[config.mk]
export PLATFORM = sky130hd
export DESIGN_NAME = lsu_rv32_flat
export DESIGN_NICKNAME = d
export VERILOG_FILES = /design/src/rtl/lsu_pkg.sv /design/src/rtl/lsu_rv32_if.sv /design/src/rtl/lsu_load_ext.sv /design/src/rtl/lsu_rv32.sv /design/src/flat_wrapper.sv
export SDC_FILE = /design/constraint.sdc
export NUM_CORES = 1
export LEC_CHECK = 0
export BUFFER_PORTS_ARGS = -buffer_cell sky130_fd_sc_hd__buf_2
export CAP_MARGIN = 15
export CORE_MARGIN = 2
export CORE_UTILIZATION = 44
export DETAILED_ROUTE_END_ITERATION = 10
export PLACE_DENSITY = 0.75
export SLEW_MARGIN = 10
export SYNTH_ARGS = -nofsm -noshare
export SYNTH_HDL_FRONTEND = slang
export SYNTH_HIERARCHICAL = 1
export SYNTH_SLANG_ARGS = --single-unit
[constraint.sdc]
create_clock -name clk -period 1.97 [get_ports clk]
set_input_delay 0.197 -clock clk [delete_from_list [all_inputs] [get_ports clk]]
set_output_delay 0.197 -clock clk [all_outputs]
set_load 0.05 [all_outputs]
[src/rtl/lsu_pkg.sv]
// Shared definitions for the RV32 load/store unit: access sizes, FSM states,
// and helpers that place store data and byte enables on the 32-bit bus.
package lsu_pkg;

  localparam int XLEN = 32;

  typedef enum logic [1:0] {
    SZ_B = 2'b00,
    SZ_H = 2'b01,
    SZ_W = 2'b10,
    SZ_X = 2'b11
  } size_e;

  typedef enum logic [1:0] {
    IDLE,
    REQ,
    WAIT,
    DONE
  } state_e;

  // Size 11 has no legal encoding, so it is reported the same way as a misaligned access.
  function automatic logic misaligned(size_e sz, logic [1:0] off);
    case (sz)
      SZ_B:    return 1'b0;
      SZ_H:    return off[0];
      SZ_W:    return off != 2'b00;
      default: return 1'b1;
    endcase
  endfunction

  function automatic logic [3:0] wstrb_of(size_e sz, logic [1:0] off);
    case (sz)
      SZ_B:    return 4'b0001 << off;
      SZ_H:    return 4'b0011 << off;
      default: return 4'b1111;
    endcase
  endfunction

  // Store data is replicated across all lanes; the byte enables select the real target.
  function automatic logic [XLEN-1:0] lane_wdata(size_e sz, logic [XLEN-1:0] wd);
    case (sz)
      SZ_B:    return {4{wd[7:0]}};
      SZ_H:    return {2{wd[15:0]}};
      default: return wd;
    endcase
  endfunction

endpackage

[src/rtl/lsu_rv32_if.sv]
// Memory-side valid/ready bus of the load/store unit.
// The LSU is the master; the memory slave answers every request with one response.
interface lsu_rv32_if;
  import lsu_pkg::*;

  logic            mem_req_valid;
  logic            mem_req_ready;
  logic [XLEN-1:0] mem_addr;
  logic            mem_we;
  logic [3:0]      mem_wstrb;
  logic [XLEN-1:0] mem_wdata;
  logic            mem_rsp_valid;
  logic            mem_rsp_ready;
  logic [XLEN-1:0] mem_rdata;

  modport master (
    output mem_req_valid, mem_addr, mem_we, mem_wstrb, mem_wdata, mem_rsp_ready,
    input  mem_req_ready, mem_rsp_valid, mem_rdata
  );

  modport slave (
    input  mem_req_valid, mem_addr, mem_we, mem_wstrb, mem_wdata, mem_rsp_ready,
    output mem_req_ready, mem_rsp_valid, mem_rdata
  );

endinterface

[src/rtl/lsu_load_ext.sv]
// Selects the addressed byte/half/word out of a 32-bit read word and
// sign- or zero-extends it to 32 bits.
module lsu_load_ext
  import lsu_pkg::*;
(
  input  logic [XLEN-1:0] rdata,
  input  logic [1:0]      off,
  input  size_e           size,
  input  logic            is_sign,
  output logic [XLEN-1:0] data
);

  logic [XLEN-1:0] shifted;

  always_comb begin
    shifted = rdata >> {off, 3'b000};
    data    = shifted;
    case (size)
      SZ_B:    data = {{24{is_sign & shifted[7]}}, shifted[7:0]};
      SZ_H:    data = {{16{is_sign & shifted[15]}}, shifted[15:0]};
      default: data = shifted;
    endcase
  end

endmodule

[src/rtl/lsu_rv32.sv]
// RV32 load/store unit: one memory op at a time from execute onto a valid/ready
// memory bus, with misaligned accesses answered locally without a bus cycle.
module lsu_rv32
  import lsu_pkg::*;
#(
  parameter int DATA_LEN = 32
) (
  input  logic                clk,
  input  logic                rst,
  input  logic                req_valid,
  output logic                req_ready,
  input  logic [DATA_LEN-1:0] req_addr,
  input  logic [DATA_LEN-1:0] req_wdata,
  input  logic                req_is_load,
  input  logic                req_is_store,
  input  logic [1:0]          req_size,
  input  logic                req_is_sign,
  output logic                ls_valid,
  input  logic                ls_ready,
  output logic [DATA_LEN-1:0] load_data,
  output logic                misalign,
  lsu_rv32_if.master          mem
);

  state_e          state;
  logic [1:0]      off_q;
  size_e           size_q;
  logic            sign_q;
  logic            load_q;
  logic [XLEN-1:0] ext_data;

  lsu_load_ext u_load_ext (
    .rdata   (mem.mem_rdata),
    .off     (off_q),
    .size    (size_q),
    .is_sign (sign_q),
    .data    (ext_data)
  );

  always_ff @(posedge clk) begin
    if (rst) begin
      state             <= IDLE;
      req_ready         <= 1'b1;
      ls_valid          <= 1'b0;
      misalign          <= 1'b0;
      load_data         <= '0;
      off_q             <= 2'b00;
      size_q            <= SZ_B;
      sign_q            <= 1'b0;
      load_q            <= 1'b0;
      mem.mem_req_valid <= 1'b0;
      mem.mem_addr      <= '0;
      mem.mem_we        <= 1'b0;
      mem.mem_wstrb     <= 4'b0000;
      mem.mem_wdata     <= '0;
      mem.mem_rsp_ready <= 1'b0;
    end else begin
      case (state)
        IDLE: begin
          // Ops flagged as neither load nor store are consumed and silently dropped.
          if (req_valid && req_ready && (req_is_load || req_is_store)) begin
            off_q     <= req_addr[1:0];
            size_q    <= size_e'(req_size);
            sign_q    <= req_is_sign;
            load_q    <= req_is_load;
            req_ready <= 1'b0;
            if (misaligned(size_e'(req_size), req_addr[1:0])) begin
              state     <= DONE;
              ls_valid  <= 1'b1;
              misalign  <= 1'b1;
              load_data <= '0;
            end else begin
              state             <= REQ;
              mem.mem_req_valid <= 1'b1;
              mem.mem_addr      <= {req_addr[DATA_LEN-1:2], 2'b00};
              mem.mem_we        <= ~req_is_load;
              mem.mem_wstrb     <= req_is_load ? 4'b0000 : wstrb_of(size_e'(req_size), req_addr[1:0]);
              mem.mem_wdata     <= req_is_load ? '0 : lane_wdata(size_e'(req_size), req_wdata);
            end
          end
        end
        REQ: begin
          if (mem.mem_req_ready) begin
            state             <= WAIT;
            mem.mem_req_valid <= 1'b0;
            mem.mem_rsp_ready <= 1'b1;
          end
        end
        WAIT: begin
          if (mem.mem_rsp_valid) begin
            state             <= DONE;
            mem.mem_rsp_ready <= 1'b0;
            ls_valid          <= 1'b1;
            load_data         <= load_q ? ext_data : '0;
          end
        end
        DONE: begin
          if (ls_ready) begin
            state     <= IDLE;
            ls_valid  <= 1'b0;
            misalign  <= 1'b0;
            req_ready <= 1'b1;
          end
        end
        default: state <= IDLE;
      endcase
    end
  end

endmodule

[src/flat_wrapper.sv]
// flat-port wrapper written by rule: the top's interface ports become plain ports
module lsu_rv32_flat import lsu_pkg::*;
#(
  parameter int DATA_LEN = 32
)
  (clk, rst, req_valid, req_ready, req_addr, req_wdata, req_is_load, req_is_store, req_size, req_is_sign, ls_valid, ls_ready, load_data, misalign, mem_mem_req_valid, mem_mem_addr, mem_mem_we, mem_mem_wstrb, mem_mem_wdata, mem_mem_rsp_ready, mem_mem_req_ready, mem_mem_rsp_valid, mem_mem_rdata);
  lsu_rv32_if mem_i ();
  input  logic clk;
  input  logic rst;
  input  logic req_valid;
  output logic req_ready;
  input  logic [DATA_LEN-1:0] req_addr;
  input  logic [DATA_LEN-1:0] req_wdata;
  input  logic req_is_load;
  input  logic req_is_store;
  input  logic [1:0] req_size;
  input  logic req_is_sign;
  output logic ls_valid;
  input  logic ls_ready;
  output logic [DATA_LEN-1:0] load_data;
  output logic misalign;
  output wire logic [$bits(mem_i.mem_req_valid)-1:0] mem_mem_req_valid;
  output wire logic [$bits(mem_i.mem_addr)-1:0] mem_mem_addr;
  output wire logic [$bits(mem_i.mem_we)-1:0] mem_mem_we;
  output wire logic [$bits(mem_i.mem_wstrb)-1:0] mem_mem_wstrb;
  output wire logic [$bits(mem_i.mem_wdata)-1:0] mem_mem_wdata;
  output wire logic [$bits(mem_i.mem_rsp_ready)-1:0] mem_mem_rsp_ready;
  input wire logic [$bits(mem_i.mem_req_ready)-1:0] mem_mem_req_ready;
  input wire logic [$bits(mem_i.mem_rsp_valid)-1:0] mem_mem_rsp_valid;
  input wire logic [$bits(mem_i.mem_rdata)-1:0] mem_mem_rdata;
  assign mem_mem_req_valid = mem_i.mem_req_valid;
  assign mem_mem_addr = mem_i.mem_addr;
  assign mem_mem_we = mem_i.mem_we;
  assign mem_mem_wstrb = mem_i.mem_wstrb;
  assign mem_mem_wdata = mem_i.mem_wdata;
  assign mem_mem_rsp_ready = mem_i.mem_rsp_ready;
  assign mem_i.mem_req_ready = mem_mem_req_ready;
  assign mem_i.mem_rsp_valid = mem_mem_rsp_valid;
  assign mem_i.mem_rdata = mem_mem_rdata;
  lsu_rv32 #(.DATA_LEN(DATA_LEN)) u_core (.clk(clk), .rst(rst), .req_valid(req_valid), .req_ready(req_ready), .req_addr(req_addr), .req_wdata(req_wdata), .req_is_load(req_is_load), .req_is_store(req_is_store), .req_size(req_size), .req_is_sign(req_is_sign), .ls_valid(ls_valid), .ls_ready(ls_ready), .load_data(load_data), .misalign(misalign), .mem(mem_i));
endmodule
==> flow_summary.html <==
<table>
<tr><th>Metric</th><th>Value</th></tr>
<tr><th colspan="2">Run status</th></tr>
<tr><td>Run status</td><td>completed</td></tr>
<tr><th colspan="2">Routing</th></tr>
<tr><td>Drt initial violations</td><td>385</td></tr>
<tr><td>DRC</td><td>0</td></tr>
<tr><td>Count of vias placed by the detailed router</td><td>5055</td></tr>
<tr><td>Detailed Routing Iterations Pass 1</td><td>5</td></tr>
<tr><td>Count of antenna-violating nets left after detailed routing</td><td>0</td></tr>
<tr><td>Wirelength, routed</td><td>15000 µm</td></tr>
<tr><td>Via density per instance</td><td>5.23</td></tr>
<tr><td>Final routed wire length divided by cell count</td><td>15.5 µm</td></tr>
<tr><th colspan="2">Finish</th></tr>
<tr><td>Fraction of final layout cells with drive strength greater than 1</td><td>0.350</td></tr>
<tr><td>Growth of design area from synthesis to finish</td><td>27.8%</td></tr>
<tr><td>Count of inserted antenna diode cells</td><td>0</td></tr>
<tr><td>Cell area after layout</td><td>6970 µm²</td></tr>
<tr><td>Net total in the final layout</td><td>905</td></tr>
<tr><th colspan="2">STA</th></tr>
<tr><td>TNS Setup</td><td>0 ns</td></tr>
<tr><td>Pin slew with the least headroom to its limit</td><td>0.524 ns</td></tr>
<tr><td>Worst slew margin relative to its limit</td><td>0.651</td></tr>
<tr><td>Skew final</td><td>0.00484 ns</td></tr>
<tr><td>Fmax</td><td>546 MHz</td></tr>
<tr><td>Fin crit period</td><td>1.83 ns</td></tr>
<tr><td>Unrepaired setup endpoints after global routing</td><td>no</td></tr>
<tr><td>Final Setup Violations</td><td>0</td></tr>
<tr><td>Fin. Hold Viols</td><td>0</td></tr>
<tr><td>Share of the clock period used by the worst path after layout</td><td>0.930</td></tr>
<tr><td>Number of max-slew violations in the final report</td><td>0</td></tr>
<tr><td>Worst hold margin</td><td>0.0782 ns</td></tr>
<tr><th colspan="2">Placed design</th></tr>
<tr><td>GP Congestion</td><td>0.901</td></tr>
<tr><td>Post-detail-place hpwl</td><td>11000 µm</td></tr>
<tr><td>Post-place instance area</td><td>6660 µm²</td></tr>
<tr><td>Port Buffer Count</td><td>210</td></tr>
<tr><th colspan="2">Worst setup path</th></tr>
<tr><td>Cell with the biggest individual delay on the critical path</td><td>dfxtp_1</td></tr>
<tr><td>Setup crit end kind</td><td>flip-flop</td></tr>
<tr><td>Startpoint of the worst setup timing path</td><td>u_core/state[0]</td></tr>
<tr><td>Reg2reg end</td><td>u_core/mem.mem_wdata[14]</td></tr>
<tr><td>Slowest Stage Delay on Critical Path</td><td>0.33 ns</td></tr>
<tr><td>Setup slack, reg-to-reg</td><td>0.14 ns</td></tr>
<tr><td>Depth of the most critical reg-to-reg path</td><td>7</td></tr>
<tr><td>Startpoint class of the critical path</td><td>flip-flop</td></tr>
<tr><td>Required time of the worst setup path</td><td>2.25 ns</td></tr>
<tr><td>Largest fanout of any net on the critical path</td><td>19</td></tr>
<tr><td>Class of the most critical setup path</td><td>reg2reg</td></tr>
<tr><td>Origin of the critical flop-to-flop path</td><td>u_core/state[0]</td></tr>
<tr><td>Arrival time of the worst setup path</td><td>2.11 ns</td></tr>
<tr><td>Cells along the critical path</td><td>inv_1 -&gt; ha_2 -&gt; o2111ai_4 -&gt; a21o_1 -&gt; or3_1 -&gt; buf_4 -&gt; o2bb2ai_2</td></tr>
<tr><th colspan="2">CTS</th></tr>
<tr><td>Clock insertion delay at the later pin of the skew report</td><td>0.35 ns</td></tr>
<tr><td>Hold bufs inserted after CTS</td><td>0</td></tr>
<tr><td>Library cell used as clock root buffer</td><td>clkbuf_16</td></tr>
<tr><td>Number of clock sinks</td><td>112</td></tr>
<tr><td>Level count of the clock H-tree</td><td>3</td></tr>
<tr><td>Maximum clock insertion buffer count</td><td>2</td></tr>
<tr><td>Post-CTS clock slew at the launch and capture registers of the worst setup and hold paths</td><td>0.07 ns</td></tr>
<tr><td>Num CTS Buffers</td><td>9</td></tr>
<tr><td>TritonCTS clock tree</td><td>built</td></tr>
<tr><th colspan="2">GRT</th></tr>
<tr><td>Number of antenna violations at the first check in global routing</td><td>0</td></tr>
<tr><td>Overall track demand over capacity in global routing</td><td>0.219</td></tr>
<tr><td>Via count of the first global-routing pass</td><td>4741</td></tr>
<tr><td>Global route total overflow</td><td>0</td></tr>
<tr><td>Pin count of the biggest net entering global routing</td><td>53</td></tr>
<tr><td>Global-route wire length before repair</td><td>23100 µm</td></tr>
<tr><th colspan="2">Logic synthesis</th></tr>
<tr><td>Post-Syn Area</td><td>5450 µm²</td></tr>
<tr><td>Number of register bits inferred by synthesis</td><td>112</td></tr>
<tr><td>Post-synth top flop</td><td>dfxtp_1</td></tr>
<tr><td>Share of synthesized registers carrying an async set or reset</td><td>0</td></tr>
<tr><td>Netlist cell types</td><td>51</td></tr>
<tr><td>Sequential fraction of the synthesis area</td><td>0.411</td></tr>
<tr><td>Syn avg cell area</td><td>9.12 µm²</td></tr>
<tr><td>Number of synthesized flops with an enable pin</td><td>0</td></tr>
<tr><td>Cell taking the most area after synthesis</td><td>dfxtp_1</td></tr>
<tr><td>Synth top area cells</td><td>dfxtp_1, mux2i_1, nand2_1, a21oi_1, nand2b_1</td></tr>
<tr><td>Number of standard cells after synthesis</td><td>598</td></tr>
<tr><td>Synth warnings</td><td>6</td></tr>
<tr><td>Area share of the largest cell type after synthesis</td><td>0.411</td></tr>
<tr><th colspan="2">Floorplan</th></tr>
<tr><td>Core footprint</td><td>12100 µm²</td></tr>
<tr><td>Top-level port count</td><td>213</td></tr>
<tr><td>Die Footprint</td><td>13300 µm²</td></tr>
<tr><td>Std cell rows</td><td>40</td></tr>
<tr><td>Die height</td><td>115 µm</td></tr>
<tr><td>Die width</td><td>115 µm</td></tr>
<tr><td>Initial core utilization</td><td>0.452</td></tr>
<tr><th colspan="2">Min path</th></tr>
<tr><td>Worst hold endpoint</td><td>u_core/sign_q</td></tr>
<tr><td>Startpoint of the tightest hold check path</td><td>req_is_sign</td></tr>
<tr><td>Type of the worst min-delay path</td><td>in2reg</td></tr>
<tr><td>Worst hold path depth</td><td>3</td></tr>
<tr><th colspan="2">Power and ir drop</th></tr>
<tr><td>Total power density per cell area</td><td>975 nW/µm²</td></tr>
<tr><td>Max rail drop VDD</td><td>0.000551 V</td></tr>
<tr><td>Leakage power summed over all cells</td><td>3.24 nW</td></tr>
<tr><th colspan="2">Run</th></tr>
<tr><td>Maximum capacitance violations</td><td>0</td></tr>
</table>
placed cells by master, fill, tap and decap left out, types with 2 or more instances in the layout:
master,count
inv_1,7
buf_12,2
mux2i_1,78
nand2_1,107
a211oi_1,8
buf_2,210
nor2_2,3
o21ai_0,12
nor2_1,17
ha_1,3
nor2b_1,10
conb_1,2
o21bai_1,3
a21o_1,2
o22ai_2,2
dfxtp_1,111
o2bb2ai_1,17
a21oi_1,54
o2bb2ai_2,10
a22o_1,17
a31oi_1,2
nand3b_1,2
or3_1,2
buf_4,18
or2_1,2
a21boi_0,7
nand2b_1,36
clkbuf_16,9
o22ai_1,7
or2_2,7
nor3_1,2
bufinv_16,2
per-layer routing:
| layer | wire, µm | track usage |
|---|---|---|
| met5 | 0 | 0 |
| met3 | 1090 | 0.0496 |
| met1 | 6380 | 0.276 |
| met4 | 383 | 0.0972 |
| met2 | 7120 | 0.358 |
kinds of logic (layout without fill, tap and decap cells):
group / Yosys count / after routing / share of synthesized area
compound gates: 152 / 152 / 0.209
mux: 80 / 80 / 0.148
buf+inv: 54 / 253 / 0.0532
other cells: 1 / 2 / 0.000688
flops: 112 / 112 / 0.411
fa+ha+maj: 4 / 4 / 0.00918
simple gates: 194 / 194 / 0.166
xor+xnor: 1 / 1 / 0.00161
flip-flops by register name (all words and copies together), names as in the netlist, 2 cells and up:
| signal | cells |
|---|---|
| u_core/mem.mem_addr | 30 |
| u_core/state | 2 |
| u_core/mem.mem_wdata | 32 |
| u_core/load_data | 32 |
| u_core/mem.mem_wstrb | 4 |
| u_core/off_q | 2 |
| u_core/size_q | 2 |
through the flow:
| stage | setup WS (ns) | util | power, mW | cells |
|---|---|---|---|---|
| 6_report | 0.138 | 0.578 | 6.80 | 966 |
| 5_1_grt | 0.0266 | 0.578 | 7.11 | 966 |
| 2_1_floorplan | 0.0186 | - | 4.31 | 599 |
| 3_3_place_gp | 0.241 | 0.552 | 4.85 | 951 |
| 4_1_cts | 0.116 | 0.577 | 6.84 | 966 |
| 3_5_place_dp | 0.146 | 0.552 | 4.91 | 951 |
where the power goes:
| part | internal, mW | switching, mW | total [mW] |
|---|---|---|---|
| Sequential | 2.42 | 0.124 | 2.54 |
| Combinational | 0.875 | 1.45 | 2.33 |
| Clock | 1.11 | 0.812 | 1.92 |
what timing repair did:
| action | in CTS | in global routing |
|---|---|---|
| setup endpoints to repair | 0 | 5 |
| gates resized for setup | 0 | 1 |
| setup buffers | 0 | 0 |
critical path, delay by kind of cell (launching register included):
family | cells | cell delay, ns
AOI/OAI and AO/OA | 3 | 0.50
adders and majority gates | 1 | 0.26
buffers and inverters | 2 | 0.34
DFF | 1 | 0.33
and+or+nand+nor | 1 | 0.32
Yosys cell counts (2+ instances only):
| library cell | count |
|---|---|
| dfxtp_1 | 112 |
| nand2_1 | 107 |
| mux2i_1 | 78 |
| a21oi_1 | 55 |
| nand2b_1 | 36 |
| clkbuf_1 | 25 |
| nor2_1 | 19 |
| a22o_1 | 17 |
| o2bb2ai_1 | 17 |
| o21ai_0 | 12 |
| buf_2 | 10 |
| nor2b_1 | 10 |
| o2bb2ai_2 | 10 |
| buf_6 | 9 |
| a211oi_1 | 8 |
| a21boi_0 | 7 |
| inv_1 | 7 |
| o22ai_1 | 7 |
| or2_2 | 7 |
| ha_1 | 4 |
| o21bai_1 | 3 |
| a21o_1 | 2 |
| a31oi_1 | 2 |
| buf_4 | 2 |
| nand3b_1 | 2 |
| nor3_1 | 2 |
| o22ai_2 | 2 |
| or2_1 | 2 |
| or3_1 | 2 |
cell type report:
| cell class | instances | area (µm²) |
|---|---|---|
| clock buffers | 10 | 229 |
| clock inverters | 5 | 81.3 |
| fillers | 1095 | 5090 |
| inverters | 7 | 26.3 |
| multi-input cells | 433 | 2940 |
| flip-flops and latches | 112 | 2240 |
| well taps | 168 | 210 |
| repair buffers | 231 | 1240 |
how the worst max path moves through the flow:
stage,end,slack (ns)
after detailed placement,u_core/mem.mem_req_valid,0.15
final,u_core/mem.mem_wdata[14],0.14
after global placement,u_core/mem.mem_req_valid,0.24
after global routing,u_core/mem.mem_addr[13],0.03
after floorplan,u_core/mem.mem_wdata[13],0.02
after CTS,u_core/mem.mem_req_valid,0.12
Note: power is estimated with default switching activity, not from simulation.
